[config.mk]
export PLATFORM = sky130hd
export DESIGN_NAME = br_flow_demux_select_stable
export DESIGN_NICKNAME = d
export VERILOG_FILES = /design/src/rtl/br_flow_demux_select_stable.sv
export SDC_FILE = /design/constraint.sdc
export NUM_CORES = 1
export LEC_CHECK = 0
export ABC_AREA = 1
export ABC_CLOCK_PERIOD_IN_PS = 2400
export BUFFER_PORTS_ARGS = -buffer_cell sky130_fd_sc_hd__buf_2
export CAP_MARGIN = 20
export CORE_AREA = 2 2 39 41
export DETAILED_ROUTE_END_ITERATION = 10
export DIE_AREA = 0 0 41 43
export RECOVER_POWER = 100
export SKIP_CTS_REPAIR_TIMING = 1
export SLEW_MARGIN = 20
export SYNTH_ARGS = -nofsm -noshare
export SYNTH_HDL_FRONTEND = slang
export SYNTH_SLANG_ARGS = --single-unit
[constraint.sdc]
create_clock -name clk -period 2.4 [get_ports clk]
set_input_delay 0.48 -clock clk [delete_from_list [all_inputs] [get_ports clk]]
set_output_delay 0.48 -clock clk [all_outputs]
set_load 0.1 [all_outputs]
[src/rtl/br_flow_demux_select_stable.sv]
// Stable ready-valid demultiplexer: one push stream fanned out to NumFlows
// registered pop lanes, steered by a per-beat select index.
module br_flow_demux_select_stable #(
  parameter int NumFlows = 2,
  parameter int Width = 1,
  parameter bit RegisterPopReady = 1'b0,
  parameter bit EnableCoverPushBackpressure = 1'b1,
  parameter bit EnableAssertPushDataKnown = 1'b1,
  parameter bit EnableAssertFinalNotValid = 1'b1
) (
  input  logic                               clk,
  input  logic                               rst,
  output logic                               push_ready,
  input  logic                               push_valid,
  input  logic [Width-1:0]                   push_data,
  input  logic [$clog2(NumFlows)-1:0]        push_select,
  input  logic [NumFlows-1:0]                pop_ready,
  output logic [NumFlows-1:0]                pop_valid,
  output logic [NumFlows-1:0][Width-1:0]     pop_data
);

  localparam int SelW = $clog2(NumFlows);

  if (NumFlows < 2) begin : g_bad_num_flows
    $error("NumFlows must be >= 2");
  end
  if (Width < 1) begin : g_bad_width
    $error("Width must be >= 1");
  end

  logic [NumFlows-1:0] w_lane_ready;
  logic [NumFlows-1:0] w_push_en;

  // Out-of-range selects never match a lane, so push_ready stays low for them.
  always_comb begin
    push_ready = 1'b0;
    for (int unsigned i = 0; i < NumFlows; i++) begin
      if (!rst && (push_select == SelW'(i))) begin
        push_ready = w_lane_ready[i];
      end
    end
  end

  for (genvar i = 0; i < NumFlows; i++) begin : g_lane
    assign w_push_en[i] = push_valid && push_ready && (push_select == SelW'(i));

    if (RegisterPopReady == 1'b0) begin : g_fwd
      logic             r_head_valid;
      logic [Width-1:0] r_head_data;

      assign w_lane_ready[i] = !r_head_valid || pop_ready[i];
      assign pop_valid[i]    = r_head_valid;
      assign pop_data[i]     = r_head_data;

      always_ff @(posedge clk) begin
        if (rst) begin
          r_head_valid <= 1'b0;
          r_head_data  <= '0;
        end else if (w_push_en[i]) begin
          r_head_valid <= 1'b1;
          r_head_data  <= push_data;
        end else if (pop_ready[i]) begin
          r_head_valid <= 1'b0;
        end
      end
    end else begin : g_skid
      logic             r_head_valid;
      logic [Width-1:0] r_head_data;
      logic             r_skid_valid;
      logic [Width-1:0] r_skid_data;

      assign w_lane_ready[i] = !r_skid_valid;
      assign pop_valid[i]    = r_head_valid;
      assign pop_data[i]     = r_head_data;

      // A push only lands while the skid is empty, so a draining skid never collides with it.
      always_ff @(posedge clk) begin
        if (rst) begin
          r_head_valid <= 1'b0;
          r_head_data  <= '0;
          r_skid_valid <= 1'b0;
          r_skid_data  <= '0;
        end else if (!r_head_valid || pop_ready[i]) begin
          if (r_skid_valid) begin
            r_head_valid <= 1'b1;
            r_head_data  <= r_skid_data;
            r_skid_valid <= 1'b0;
          end else begin
            r_head_valid <= w_push_en[i];
            if (w_push_en[i]) begin
              r_head_data <= push_data;
            end
          end
        end else if (w_push_en[i]) begin
          r_skid_valid <= 1'b1;
          r_skid_data  <= push_data;
        end
      end
    end

    assert property (@(posedge clk) disable iff (rst)
      (pop_valid[i] && !pop_ready[i]) |=> (pop_valid[i] && $stable(pop_data[i])));
  end

  assert property (@(posedge clk) disable iff (rst)
    push_valid |-> (32'(push_select) < NumFlows));

  assert property (@(posedge clk) disable iff (rst)
    (push_valid && !push_ready) |=>
      (push_valid && $stable(push_data) && $stable(push_select)));

  if (EnableCoverPushBackpressure) begin : g_cover_bp
    cover property (@(posedge clk) disable iff (rst) (push_valid && !push_ready));
  end else begin : g_assert_no_bp
    assert property (@(posedge clk) disable iff (rst) !(push_valid && !push_ready));
  end

  if (EnableAssertPushDataKnown) begin : g_known
    assert property (@(posedge clk) disable iff (rst)
      push_valid |-> !$isunknown({push_data, push_select}));
  end

  if (EnableAssertFinalNotValid) begin : g_final
    final begin
      assert (!push_valid && (pop_valid == '0));
    end
  end

endmodule

==> flow_metrics.env <==
export IMPL_outcome="complete, no violations"
export IMPL_routed_wl_microns=473
export IMPL_wl_per_cell_microns=8.02
export IMPL_num_rows=14
export IMPL_dp_hpwl_microns=383
export IMPL_die_h_microns=43
export IMPL_crit_required_ns=1.92
export IMPL_ys_top_cells_by_area="dfxtp_1, buf_4, inv_1, nand2_1, a21oi_1"
export IMPL_dr_wl_met2_microns=198
export IMPL_num_vias=218
export IMPL_slowest_delay_ns=0.86
export IMPL_chipWidth_microns=41
export IMPL_drv_slew=0
export IMPL_rsz0062_at_grt="no"
export IMPL_drc_errors=0
export IMPL_wl_met1_microns=227
export IMPL_gp_congestion=0.510
export IMPL_grt_use_total_pct=7.13
export IMPL_synth_mux_area_fraction_pct=0
export IMPL_cts_tree="done"
export IMPL_period_needed_ns=1.90
export IMPL_finalClockSkew_ns=0.00110
export IMPL_fillCellCount=169
export IMPL_fin_crit_sh_pct=79.2
export IMPL_cellPowerDensity_nw_per_um2=764
export IMPL_synth_avg_cell_area_sq_um=6.75
export IMPL_crit_path_start_kind="flip-flop"
export IMPL_worst_slew_pin_slew_ns=1.17
export IMPL_detailroute_wirelength_met3_microns=46
export IMPL_dp_cells=56
export IMPL_synth_compound_area_share_pct=8.99
export IMPL_start_util_pct=16.1
export IMPL_final_setup_tns_ns=0
export IMPL_yosysTopAreaCellShare_pct=36.0
export IMPL_power_leakage_nw=0.140
export IMPL_synth_simple_area_share_pct=28.1
export IMPL_slowest_stage="clkbuf_1"
export IMPL_drive_above_1_share_pct=23.3
export IMPL_first_pass_iters=1
export IMPL_fp_coreArea_sq_um=1380
export IMPL_routed_top_layer="met3"
export IMPL_synthXorXnorAreaFrac_pct=0
export IMPL_hold_path_class="reg2reg"
export IMPL_grt_pass1_wl_microns=724
export IMPL_synth_cell_types=11
export IMPL_vias_per_cell=3.69
export IMPL_max_slew_margin_rel_pct=22.4
export IMPL_finalSetupViolCount=0
export IMPL_fin_util_pct=20.0
export IMPL_final_cells=59
export IMPL_numCtsBuffers=3
export IMPL_portBuffers=11
export IMPL_syn_area_sq_um=223
export IMPL_antenna_cells=0
export IMPL_synthToLayoutAreaGrowth_pct=24.2
export IMPL_antenna_found_initial=0
export IMPL_io_pins=12
export IMPL_gr_total_overflow=0
export IMPL_postRouteAntennaNets=0
export IMPL_first_iter_violations=0
export IMPL_cp_data_arrival_time_ns=1.42
export IMPL_clock_latency_ns=0.23
export IMPL_cp_max_fo=2
export IMPL_totalPowerFinal_w=0.000211
export IMPL_cp_end_kind="output port"
export IMPL_ys_seq_elements=4
export IMPL_fmax_mhz=526
export IMPL_maxCapViolCount=0
export IMPL_synth_fa_ha_area_share_pct=0
export IMPL_finalHoldViolCount=0
export IMPL_die_area_sq_um=1760
export IMPL_path_delay_family="buffers and inverters"
export IMPL_clkSlewWorstSetupHoldPaths_ns=0.04
export IMPL_cts_htree_levels=1
export IMPL_grt_max_degree=6
export IMPL_syn_inst=33
export IMPL_synth_seq_area_share_pct=36.0
export IMPL_syn_nets=40
export IMPL_ys_warnings_count=0
export IMPL_clock_root_buffer="clkbuf_4"
export IMPL_critPathKind="reg2out"
export IMPL_yosysTopAreaCell="dfxtp_1"
export IMPL_clock_sinks=4
export IMPL_crit_path_cell_trace="clkbuf_1"
export IMPL_ir_drop_mv=0.153
export IMPL_grt_pass1_vias=198
export IMPL_fin_nets=52
export IMPL_clockBufferDepth=2
export IMPL_synth_top_family_by_area="simple AND/OR/NAND/NOR gates"
export IMPL_worst_path_buf_inv=1
-- metal layers --
metal | GRT usage, % | up-vias
li1 | - | 119
met1 | 5.79 | 89
met2 | 9.06 | 10
met3 | 6.28 | 0
met4 | 8.00 | 0
met5 | 0 | -
-- Yosys cell counts --
cell and number:
nand3_2 1, inv_1 7, buf_4 4, nand2_1 6, dfxtp_1 4, inv_2 1
a21oi_1 3, nand4_1 2, o21ai_0 1, nand2_2 1, nor2_1 3
-- placed cells by master (no fill, tap or decap) --
cell type and instances:
clkbuf_4 3, o21ai_0 1, inv_1 7, inv_2 1, nor2_1 3, nand2_1 7, nand3_1 1, nand4_1 2
clkbuf_2 1, a21oi_1 3, buf_2 5, dfxtp_1 4, clkbuf_1 5
-- per-stage QoR --
| stage | worst slack, ns | area [sq um] | hold WS (ns) |
|---|---|---|---|
| 2_1_floorplan | 0.877 | 223 | 0.423 |
| 3_3_place_gp | 0.645 | 268 | 0.433 |
| 3_5_place_dp | 0.618 | 268 | 0.436 |
| 4_1_cts | 0.618 | 290 | 0.448 |
| 5_1_grt | 0.441 | 277 | 0.479 |
| 6_report | 0.498 | 277 | 0.448 |
-- registers in the layout, summed over array words and instances, names as in the netlist --
signal	cells
g_lane.g_fwd.r_head_valid	2
g_lane.g_fwd.r_head_data	2
-- path summary, 6_finish.rpt --
| kind | from | endpoint | slack (ns) | cells after the start |
|---|---|---|---|---|
| setup / recovery | g_lane[1].g_fwd.r_head_data$_SDFFE_PP0P_ | pop_data[1] | 0.50 | 1 |
| hold / removal | g_lane[1].g_fwd.r_head_data$_SDFFE_PP0P_ | g_lane[1].g_fwd.r_head_data$_SDFFE_PP0P_ | 0.45 | 2 |
| setup reg to reg | g_lane[1].g_fwd.r_head_valid$_SDFFE_PP0P_ | g_lane[0].g_fwd.r_head_data$_SDFFE_PP0P_ | 1.47 | 7 |
| hold reg to reg | g_lane[1].g_fwd.r_head_data$_SDFFE_PP0P_ | g_lane[1].g_fwd.r_head_data$_SDFFE_PP0P_ | 0.45 | 2 |
-- worst reg2reg max path: stages (launching register included) --
cell,delay [ns]
dfxtp_1,0.30
nand2_1,0.11
nand2_1,0.06
nand2_1,0.09
nand3_1,0.10
nand2_1,0.07
inv_1,0.03
nor2_1,0.09
-- cells by family (layout without fill, tap and decap cells) --
logic type      Yosys count  in the layout
compound gates            4              4
flops                     4              4
simple gates             13             13
buf+inv                  12             22
-- layout make-up --
cell class / instances / area, sq um / area share [%]
clock buffer: 3 / 22.5 / 8.14
inverter: 8 / 30.0 / 10.9
multi-input combinational: 17 / 75.1 / 27.1
sequential: 4 / 80.1 / 29.0
tap: 16 / 20.0 / 7.24
timing repair buffer: 11 / 48.8 / 17.6
-- report_power, final --
group | internal (W) | total, W | switching (W)
clock network | 0.0000560 | 0.0000849 | 0.0000289
logic | 0.00000968 | 0.0000550 | 0.0000453
registers | 0.0000699 | 0.0000713 | 0.00000135
total | 0.000136 | 0.000211 | 0.0000755
(Power assumes the default switching activity.)
